File: src/rtl/seq_detect_arbiter_pkg.sv
// rtl/seq_detect_arbiter_pkg.sv - shared encodings and defaults for the sequence-detect arbiter
package seq_detect_arbiter_pkg;

  localparam int NREQ_DEF = 4;
  localparam int W_DEF    = 8;
  localparam int HIT_W    = 4;

  typedef enum logic [1:0] {
    IDLE   = 2'd0,
    SHIFT  = 2'd1,
    REPORT = 2'd2
  } ctrl_state_t;

  typedef enum logic [1:0] {
    DET_A = 2'b00,
    DET_B = 2'b01,
    DET_C = 2'b10,
    DET_D = 2'b11
  } det_state_t;

  function automatic det_state_t det_next(input det_state_t s, input logic b);
    case (s)
      DET_A:   det_next = b ? DET_B : DET_A;
      DET_B:   det_next = b ? DET_B : DET_C;
      DET_C:   det_next = b ? DET_D : DET_C;
      default: det_next = b ? DET_A : DET_D;
    endcase
  endfunction

endpackage

File: src/rtl/seq_detect_arbiter_if.sv
// rtl/seq_detect_arbiter_if.sv - requester/result bundle between requesters and the arbiter
interface seq_detect_arbiter_if
  import seq_detect_arbiter_pkg::*;
#(
  parameter int NREQ = NREQ_DEF,
  parameter int W    = W_DEF,
  parameter int IDW  = 2
);
  logic [NREQ-1:0]   req;
  logic [NREQ*W-1:0] data_i;
  logic [NREQ-1:0]   gnt;
  logic              busy;
  logic              done;
  logic [IDW-1:0]    done_id;
  logic [HIT_W-1:0]  hit_cnt;

  modport master (output req, data_i, input gnt, busy, done, done_id, hit_cnt);
  modport slave  (input req, data_i, output gnt, busy, done, done_id, hit_cnt);
endinterface

File: src/rtl/seq_det_core.sv
// rtl/seq_det_core.sv - Moore pattern detector; hit pulses on the C->D step
module seq_det_core
  import seq_detect_arbiter_pkg::*;
(
  input  logic       clk,
  input  logic       reset,
  input  logic       clr,
  input  logic       bit_in,
  input  logic       en,
  output det_state_t state,
  output logic       hit
);

  always_ff @(posedge clk or posedge reset) begin
    if (reset) begin
      state <= DET_A;
    end else if (clr) begin
      state <= DET_A;
    end else if (en) begin
      state <= det_next(state, bit_in);
    end
  end

  assign hit = en && (state == DET_C) && bit_in;

endmodule

File: src/rtl/seq_detect_arbiter.sv
// rtl/seq_detect_arbiter.sv - round-robin arbiter feeding one captured word at a time
// through the pattern detector and reporting the hit count per requester.
module seq_detect_arbiter
  import seq_detect_arbiter_pkg::*;
#(
  parameter int NREQ = NREQ_DEF,
  parameter int W    = W_DEF
) (
  input  logic                 clk,
  input  logic                 reset,
  seq_detect_arbiter_if.slave  bus
);

  localparam int IDW = (NREQ > 1) ? $clog2(NREQ) : 1;
  localparam int CW  = $clog2(W + 1);

  ctrl_state_t      state, state_nxt;
  logic [IDW-1:0]   ptr, winner, cur_id, rr_idx;
  logic [W-1:0]     shreg;
  logic [CW-1:0]    bit_cnt;
  logic [HIT_W-1:0] hits;
  logic             take, shift_en, report, det_hit;
  det_state_t       det_state_unused;

  always_ff @(posedge clk or posedge reset) begin
    if (reset) state <= IDLE;
    else       state <= state_nxt;
  end

  always_comb begin
    state_nxt = state;
    case (state)
      IDLE:    if (|bus.req) state_nxt = SHIFT;
      SHIFT:   if (bit_cnt == CW'(W - 1)) state_nxt = REPORT;
      REPORT:  state_nxt = IDLE;
      default: state_nxt = IDLE;
    endcase
  end

  always_comb begin
    take     = (state == IDLE) && (|bus.req);
    shift_en = (state == SHIFT);
    report   = (state == REPORT);
  end

  // Walk offsets downward so the smallest offset from ptr is the last one to claim the win.
  always_comb begin
    winner = '0;
    rr_idx = '0;
    for (int i = NREQ - 1; i >= 0; i--) begin
      rr_idx = IDW'((int'(ptr) + i) % NREQ);
      if (bus.req[rr_idx]) winner = rr_idx;
    end
  end

  seq_det_core u_core (
    .clk    (clk),
    .reset  (reset),
    .clr    (take),
    .bit_in (shreg[W-1]),
    .en     (shift_en),
    .state  (det_state_unused),
    .hit    (det_hit)
  );

  always_ff @(posedge clk or posedge reset) begin
    if (reset) begin
      ptr         <= '0;
      cur_id      <= '0;
      shreg       <= '0;
      bit_cnt     <= '0;
      hits        <= '0;
      bus.gnt     <= '0;
      bus.busy    <= 1'b0;
      bus.done    <= 1'b0;
      bus.done_id <= '0;
      bus.hit_cnt <= '0;
    end else begin
      bus.gnt  <= '0;
      bus.done <= 1'b0;
      if (take) begin
        bus.gnt  <= NREQ'(1) << winner;
        bus.busy <= 1'b1;
        cur_id   <= winner;
        ptr      <= (winner == IDW'(NREQ - 1)) ? '0 : winner + 1'b1;
        shreg    <= bus.data_i[int'(winner)*W +: W];
        bit_cnt  <= '0;
        hits     <= '0;
      end else if (state == IDLE) begin
        bus.busy <= 1'b0;
      end
      if (shift_en) begin
        shreg   <= {shreg[W-2:0], 1'b0};
        bit_cnt <= bit_cnt + 1'b1;
        if (det_hit && hits != '1) hits <= hits + 1'b1;
      end
      // done is registered off REPORT, so busy stays up through the done cycle.
      if (report) begin
        bus.done    <= 1'b1;
        bus.done_id <= cur_id;
        bus.hit_cnt <= hits;
      end
    end
  end

endmodule

File: src/flat_wrapper.sv
// flat-port wrapper written by rule: the top's interface ports become plain ports
module seq_detect_arbiter_flat import seq_detect_arbiter_pkg::*;
#(
  parameter int NREQ = NREQ_DEF,
  parameter int W    = W_DEF
)
  (clk, reset, bus_req, bus_data_i, bus_gnt, bus_busy, bus_done, bus_done_id, bus_hit_cnt);
  seq_detect_arbiter_if #(.NREQ(NREQ), .W(W), .IDW(2)) bus_i ();
  input  logic clk;
  input  logic reset;
  input wire logic [$bits(bus_i.req)-1:0] bus_req;
  input wire logic [$bits(bus_i.data_i)-1:0] bus_data_i;
  output wire logic [$bits(bus_i.gnt)-1:0] bus_gnt;
  output wire logic [$bits(bus_i.busy)-1:0] bus_busy;
  output wire logic [$bits(bus_i.done)-1:0] bus_done;
  output wire logic [$bits(bus_i.done_id)-1:0] bus_done_id;
  output wire logic [$bits(bus_i.hit_cnt)-1:0] bus_hit_cnt;
  assign bus_i.req = bus_req;
  assign bus_i.data_i = bus_data_i;
  assign bus_gnt = bus_i.gnt;
  assign bus_busy = bus_i.busy;
  assign bus_done = bus_i.done;
  assign bus_done_id = bus_i.done_id;
  assign bus_hit_cnt = bus_i.hit_cnt;
  seq_detect_arbiter #(.NREQ(NREQ), .W(W)) u_core (.clk(clk), .reset(reset), .bus(bus_i));
endmodule
File: config.mk
export PLATFORM = sky130hd
export DESIGN_NAME = seq_detect_arbiter_flat
export DESIGN_NICKNAME = d
export VERILOG_FILES = /design/src/rtl/seq_detect_arbiter_pkg.sv /design/src/rtl/seq_detect_arbiter_if.sv /design/src/rtl/seq_det_core.sv /design/src/rtl/seq_detect_arbiter.sv /design/src/flat_wrapper.sv
export SDC_FILE = /design/constraint.sdc
export NUM_CORES = 1
export LEC_CHECK = 0
export ABC_AREA = 1
export CORE_UTILIZATION = 50
export CTS_CLUSTER_DIAMETER = 40
export DETAILED_ROUTE_END_ITERATION = 10
export MAX_ROUTING_LAYER = met4
export PLACE_DENSITY = 0.8
export SLEW_MARGIN = 20
export SYNTH_ARGS = -nofsm -noshare
export SYNTH_HDL_FRONTEND = slang
export SYNTH_SLANG_ARGS = --single-unit
File: constraint.sdc
create_clock -name clk -period 2.1 [get_ports clk]
set_input_delay 0.63 -clock clk [delete_from_list [all_inputs] [get_ports clk]]
set_output_delay 0.63 -clock clk [all_outputs]
set_load 0.1 [all_outputs]
# ---- Word-level counts from Yosys, hierarchy flattened
# Index checks and enable logic that the tools add are counted.
dict set report word_totals {
  regBits 36
  wordCells 77
}
dict set report op_classes {
  add_sub_neg 6
  order_cmp 4
  n_eq_ne 9
  shifts 2
  n_mux 34
  n_reduce_logical 10
}
# operator n
set ops {}
lappend ops {{32-bit by 6-bit indexed part select with 8-bit output} 1}
lappend ops {{4-bit 2-to-1 mux} 6}
lappend ops {{2-bit 2-to-1 mux} 11}
lappend ops {{8-bit 2-to-1 mux} 2}
lappend ops {{2-bit by 3-bit less-than comparator with 1-bit output, second input constant} 4}
lappend ops {{1-bit 2-to-1 mux} 9}
lappend ops {{4-bit by 1-bit adder with 4-bit output, second input constant} 2}
lappend ops {{1-bit binary-select mux with 2-bit select} 4}
lappend ops {{2-bit == test, second input constant} 3}
lappend ops {{2-bit case mux with 3 select lines} 1}
lappend ops {{2-bit by 1-bit adder with 2-bit output, second input constant} 2}
lappend ops {{2-bit adder, second input constant} 2}
lappend ops {{2-bit by 1-bit == test with 1-bit output, second input constant} 2}
lappend ops {{4-bit by 3-bit == test with 1-bit output, second input constant} 1}
lappend ops {{1-bit logical AND} 4}
lappend ops {{2-bit zero test} 2}
lappend ops {{2-bit inequality test, second input constant} 2}
lappend ops {{4-bit inequality test, second input constant} 1}
lappend ops {{2-bit case mux with 2 select lines} 1}
lappend ops {{2-bit nonzero test} 2}
lappend ops {{4-bit OR reduction} 1}
lappend ops {{1-bit by 2-bit << shifter with 4-bit output, first input constant} 1}
lappend ops {{2-bit AND reduction} 1}

# ---- Longest topological paths before layout
dict set report depth {
  word_depth 10
  mapped_depth 15
}

# ---- Modules after synthesis
# Synthesis repeated with hierarchy kept, for this count alone.
dict set report unflattened {
  cells_unflattened 292
  hier_area_um2 2205.9
}
# mod n_inst cells_each area_each_um2
set modules_own_cells {}
lappend modules_own_cells {seq_detect_arbiter 1 270 2075.7}
lappend modules_own_cells {seq_det_core 1 22 130.1}

# ---- Worst setup path after synthesis
# Ideal clock, no wire load.
dict set report synth_timing {
  path_type {input to register}
  startpoint {input port bus_req[3]}
  endpoint {register u_core.ptr[1]}
  setup_ns 0.126
  arrival_ns 1.752
  t_required_ns 1.974
  slack_ns 0.221
  stages 11
  cell_sequence {inv_1 -> o21ai_1 -> nand2_1 -> nand3_2 -> nand2_1 -> nand2_4 -> nand2_4 -> buf_6 -> ha_1 -> nand2_1 -> o21ai_0}
}
dict set report synth_between {
  elab_chain_cells 8
}
# item line_no
set synth_rtl {}
lappend synth_rtl {{start: declaration} flat_wrapper.sv:11} ;# input wire logic [$bits(bus_i.req)-1:0] bus_req;
lappend synth_rtl {{1-bit binary-select mux with 2-bit select} seq_detect_arbiter.sv:52} ;# if (bus.req[rr_idx]) winner = rr_idx;
lappend synth_rtl {{1-bit 2-to-1 mux (not written as such)} seq_detect_arbiter.sv:52}
lappend synth_rtl {{2-bit 2-to-1 mux (3 in a row)} seq_detect_arbiter.sv:52}
lappend synth_rtl {{2-bit 2-to-1 mux *} seq_detect_arbiter.sv:52}
lappend synth_rtl {{named net u_core.winner[0]} seq_detect_arbiter.sv:18} ;# logic [IDW-1:0] ptr, winner, cur_id, rr_idx;
lappend synth_rtl {{2-bit by 1-bit adder with 2-bit output or 2-bit == test (tied branches)} seq_detect_arbiter.sv:85} ;# ptr <= (winner == IDW'(NREQ - 1)) ? '0 : winner + 1'b1;
lappend synth_rtl {{2-bit 2-to-1 mux *} seq_detect_arbiter.sv:85}
lappend synth_rtl {{end signal: assignment} seq_detect_arbiter.sv:85}
lappend synth_rtl {{end: declaration} seq_detect_arbiter.sv:18}
# The timed path passes the listed nets; every way through them passes the cells marked *. The select of a mux whose other input is x is not followed.
# A chain may end at the register's enable or synchronous reset.

# ---- Worst setup path in the final report
dict set report layout_timing {
  startpoint {register u_core.ptr[0]}
  endpoint {register u_core.shreg[1]}
}
dict set report layout_between {
  elab_chain_cells 10
}
# item line_no
set layout_rtl {}
lappend layout_rtl {{2-bit adder} seq_detect_arbiter.sv:51} ;# rr_idx = IDW'((int'(ptr) + i) % NREQ);
lappend layout_rtl {{1-bit binary-select mux with 2-bit select} seq_detect_arbiter.sv:52}
lappend layout_rtl {{1-bit 2-to-1 mux (not written as such)} seq_detect_arbiter.sv:52}
lappend layout_rtl {{2-bit 2-to-1 mux (3 in a row)} seq_detect_arbiter.sv:52}
lappend layout_rtl {{2-bit 2-to-1 mux *} seq_detect_arbiter.sv:52}
lappend layout_rtl {{32-bit by 6-bit indexed part select with 8-bit output *} seq_detect_arbiter.sv:86} ;# shreg <= bus.data_i[int'(winner)*W +: W];
lappend layout_rtl {{8-bit 2-to-1 mux *} seq_detect_arbiter.sv:81} ;# if (take) begin
lappend layout_rtl {{8-bit 2-to-1 mux *} seq_detect_arbiter.sv:92} ;# if (shift_en) begin
lappend layout_rtl {{end signal: assignment} seq_detect_arbiter.sv:86}
lappend layout_rtl {{end signal: assignment} seq_detect_arbiter.sv:93} ;# shreg <= {shreg[W-2:0], 1'b0};
lappend layout_rtl {{end: declaration} seq_detect_arbiter.sv:19} ;# logic [W-1:0] shreg;
# Every way passes the cells marked *; elsewhere a longest branch is shown, timed or not. The select of a mux whose other input is x is not followed.

==> impl_metrics.toml <==
[outcome]
status = "completed"

[final_layout]
most_common_cell_after_layout_fill_and_taps_aside = "sky130_fd_sc_hd__nand2_1"
final.fill_count = 280
nets = 407
post_route_cells_drive_above_1_share = 0.143
flip_flop_and_latch_area_um2 = 902
multi_input_logic_area_um2 = 968
commonest_cells_after_routing_fill_and_taps_aside = "sky130_fd_sc_hd__nand2_1, sky130_fd_sc_hd__inv_1, sky130_fd_sc_hd__nand3_1"
syn_to_final_growth_pct = 44.7
design_area_um2 = 3120
number_of_antenna_repair_diodes = 0

[pwr]
p_per_area_nw_per_um2 = 1810
cellLeakagePower_nw = 1.67
vdd_drop_max_mv = 0.746

[sta]
layout_worst_path_cycle_share = 0.879
report.final.hold_viol_count = 0
fin_worst_skew_ns = 0.00520
final.min_clock_period_ns = 1.85
layout_setup_ws_ns = 0.254
setup-tns-final_ns = 0
fmaxAchievable_mhz = 542
max_slew_headroom = 0.710
slew_of_the_pin_with_the_lowest_slew_margin_ns = 0.435
setup_repair_after_global_routing_missed_its_margin = "no"
setup-violations-final = 0
slew_viol_final = 0

[setup_path]
cp_required_ns = 2.28
cp_max_fo = 9
startpoint_type = "flop"
worst-endpoint-arrival_ns = 2.03
cp-end-kind = "flop"
path_class = "reg2reg"

[route]
drt_pre_antenna_iters = 4
routed_wl_um = 4980
post_dr_wirelength_cell_um = 12.0
drc = 0
ant_nets = 0
drt-initial-drc-count = 126
detailed_route_vias_per_instance = 5.10
num_vias = 2112

[clock_network]
postCtsSetupBuffers = 0
tritoncts = "yes"
tritoncts.num_buffers = 5
cts.clk_slew.worst_paths_ns = 0.07
cts_buffer_depth = 2
clkLatencyLatePin_ns = 0.29
clockRootBuffer = "sky130_fd_sc_hd__clkbuf_8"
cts_max_level = 2
cts_num_sinks = 36

[grt]
grt_start_max_net_pins = 37
grtUsageMet2 = 0.418
grt_first_pass_wirelength_um = 8110
grt_pass1_vias = 1947
grt_use_met1 = 0.282
use_met3 = 0.0625
grt.overflow.total = 0
grt_antenna_before_repair = 0
grt.busiest_layer = "met2"
grt_resource_usage_total = 0.247

[yosys]
cell_area_synth_um2 = 2150
muxShareOfSynthArea = 0
yosys.area_share.simple = 0.296
synth_sequential_area_ratio = 0.418
async_reset_ff_frac = 1.00
synth_flop_cell = "sky130_fd_sc_hd__dfrtp_1"
post_synthesis_area_per_instance_um2 = 7.13
synth-adder-area-share = 0.0349
postSynthCellCount = 302
synth_edf_count = 0
main_combinational_cell_family_by_area_after_synthesis = "simple AND/OR/NAND/NOR gates"
yosys.cell_types.count = 30
syn_nets = 346
yosysWarningCount = 0
ys_seq_elements = 36
synthesized_area_fraction_occupied_by_ao_oa_aoi_and_oai_cells = 0.0906
synth_xor_xnor_area_share = 0.0122

[place]
hpwl_um = 3600
routabilityCongestion = 0.841
pre_cts_slack_ns = -0.245
placed_cell_area_um2 = 2920
port-buffer-count = 49

[floorplan]
core_region_area_um2 = 4060
dieWidth_um = 67.6
chipHeight_um = 67.6
fp-row-count = 23
initial_core_util = 0.531
io-pin-count = 50
dieArea_um2 = 4570

[job]
max_capacitance_violation_total = 0

[hold_path]
min-delay-path-class = "reg2reg"
[where the power goes]
| part | switching, mW | internal [mW] |
|---|---|---|
| combinational | 2.21 | 1.53 |
| clock | 0.242 | 0.419 |
| sequential | 0.250 | 0.993 |
| total | 2.70 | 2.94 |
[cell usage after synthesis, types with 2 or more instances]
cell type | count | share of area
sky130_fd_sc_hd__nand2_1 | 79 | 0.14
sky130_fd_sc_hd__inv_1 | 67 | 0.12
sky130_fd_sc_hd__nand3_1 | 42 | 0.098
sky130_fd_sc_hd__dfrtp_1 | 36 | 0.42
sky130_fd_sc_hd__nor2_1 | 15 | 0.026
sky130_fd_sc_hd__o21ai_0 | 11 | 0.026
sky130_fd_sc_hd__o22ai_1 | 9 | 0.026
sky130_fd_sc_hd__a21oi_1 | 7 | 0.016
sky130_fd_sc_hd__ha_1 | 6 | 0.035
sky130_fd_sc_hd__buf_2 | 3 | 0.0070
sky130_fd_sc_hd__clkbuf_1 | 3 | 0.0052
sky130_fd_sc_hd__buf_6 | 2 | 0.010
sky130_fd_sc_hd__inv_2 | 2 | 0.0035
sky130_fd_sc_hd__nand2_4 | 2 | 0.010
sky130_fd_sc_hd__nand3_2 | 2 | 0.0093
sky130_fd_sc_hd__xnor2_1 | 2 | 0.0081
[critical path, cell delays in order, from the launching register on]
cell	delay (ns)
sky130_fd_sc_hd__dfrtp_2	0.50
sky130_fd_sc_hd__inv_2	0.10
sky130_fd_sc_hd__nand2_1	0.10
sky130_fd_sc_hd__nand3_1	0.10
sky130_fd_sc_hd__nand2_1	0.10
sky130_fd_sc_hd__nand3_2	0.12
sky130_fd_sc_hd__nand2_2	0.11
sky130_fd_sc_hd__nand2_4	0.08
sky130_fd_sc_hd__nand2_8	0.11
sky130_fd_sc_hd__clkbuf_16	0.15
sky130_fd_sc_hd__nand2_1	0.05
sky130_fd_sc_hd__nand3_1	0.07
sky130_fd_sc_hd__nand2_1	0.05
sky130_fd_sc_hd__nand2_1	0.05
sky130_fd_sc_hd__nand2_1	0.04
[repair_timing]
| action | CTS | global route |
|---|---|---|
| endpoints found under the setup margin | 0 | 13 |
| hold buffers | 0 | 0 |
| resized for setup | 0 | 17 |
[final cells by class]
type / count / share of cell area
multi-input combinational: 187 / 0.311
inverter: 70 / 0.0843
clock inverter: 1 / 0.00964
clock buffer: 7 / 0.0309
sequential: 36 / 0.290
timing repair buffer: 63 / 0.255
tap: 50 / 0.0201
[cell families after synthesis]
| family | Yosys count |
|---|---|
| AND/OR/NAND/NOR | 145 |
| buffers and inverters | 79 |
| flip-flops | 36 |
| AO/OA/AOI/OAI | 33 |
| adder cells (fa/ha/maj) | 6 |
| XOR/XNOR | 3 |
[routing by layer]
layer,share of wire,routed length [µm]
met3,0.051,254
met2,0.51,2550
met4,0.019,94
met5,0,0
met1,0.42,2080
[per-stage QoR]
stage	power (mW)	std cells	util	hold WS (ns)
detailed placement	4.74	405	0.719	0.464
finish	5.64	414	0.768	0.472
CTS	5.45	413	0.750	0.473
global route	6.05	414	0.768	0.505
floorplan	3.54	302	-	0.441
global placement	4.67	405	0.719	0.462
[final timing paths]
check / startpoint / end / slack (ns) / depth (start not counted)
min reg2reg: u_core.bit_cnt[3]$_DFFE_PP0P_ / u_core.bit_cnt[3]$_DFFE_PP0P_ / 0.47 / 1
max in group asynchronous: reset / u_core.ptr[0]$_DFFE_PP0P_ / 1.03 / 3
max: u_core.ptr[0]$_DFFE_PP0P_ / u_core.shreg[1]$_DFFE_PP0P_ / 0.25 / 14
min: u_core.bit_cnt[3]$_DFFE_PP0P_ / u_core.bit_cnt[3]$_DFFE_PP0P_ / 0.47 / 1
max reg2reg: u_core.ptr[0]$_DFFE_PP0P_ / u_core.shreg[1]$_DFFE_PP0P_ / 0.25 / 14
min in group asynchronous: reset / u_core.ptr[1]$_DFFE_PP0P_ / 0.74 / 3
[state kept, by name (all words and copies together), names as in the netlist]
name,flops
u_core.u_core.state,2
u_core.bus.gnt,4
u_core.state,2
u_core.ptr,2
u_core.bus.done_id,2
u_core.bit_cnt,4
u_core.hits,4
u_core.bus.busy,1
u_core.cur_id,2
u_core.shreg,8
u_core.bus.hit_cnt,4
u_core.bus.done,1
Note: power is estimated with default switching activity, not from simulation.
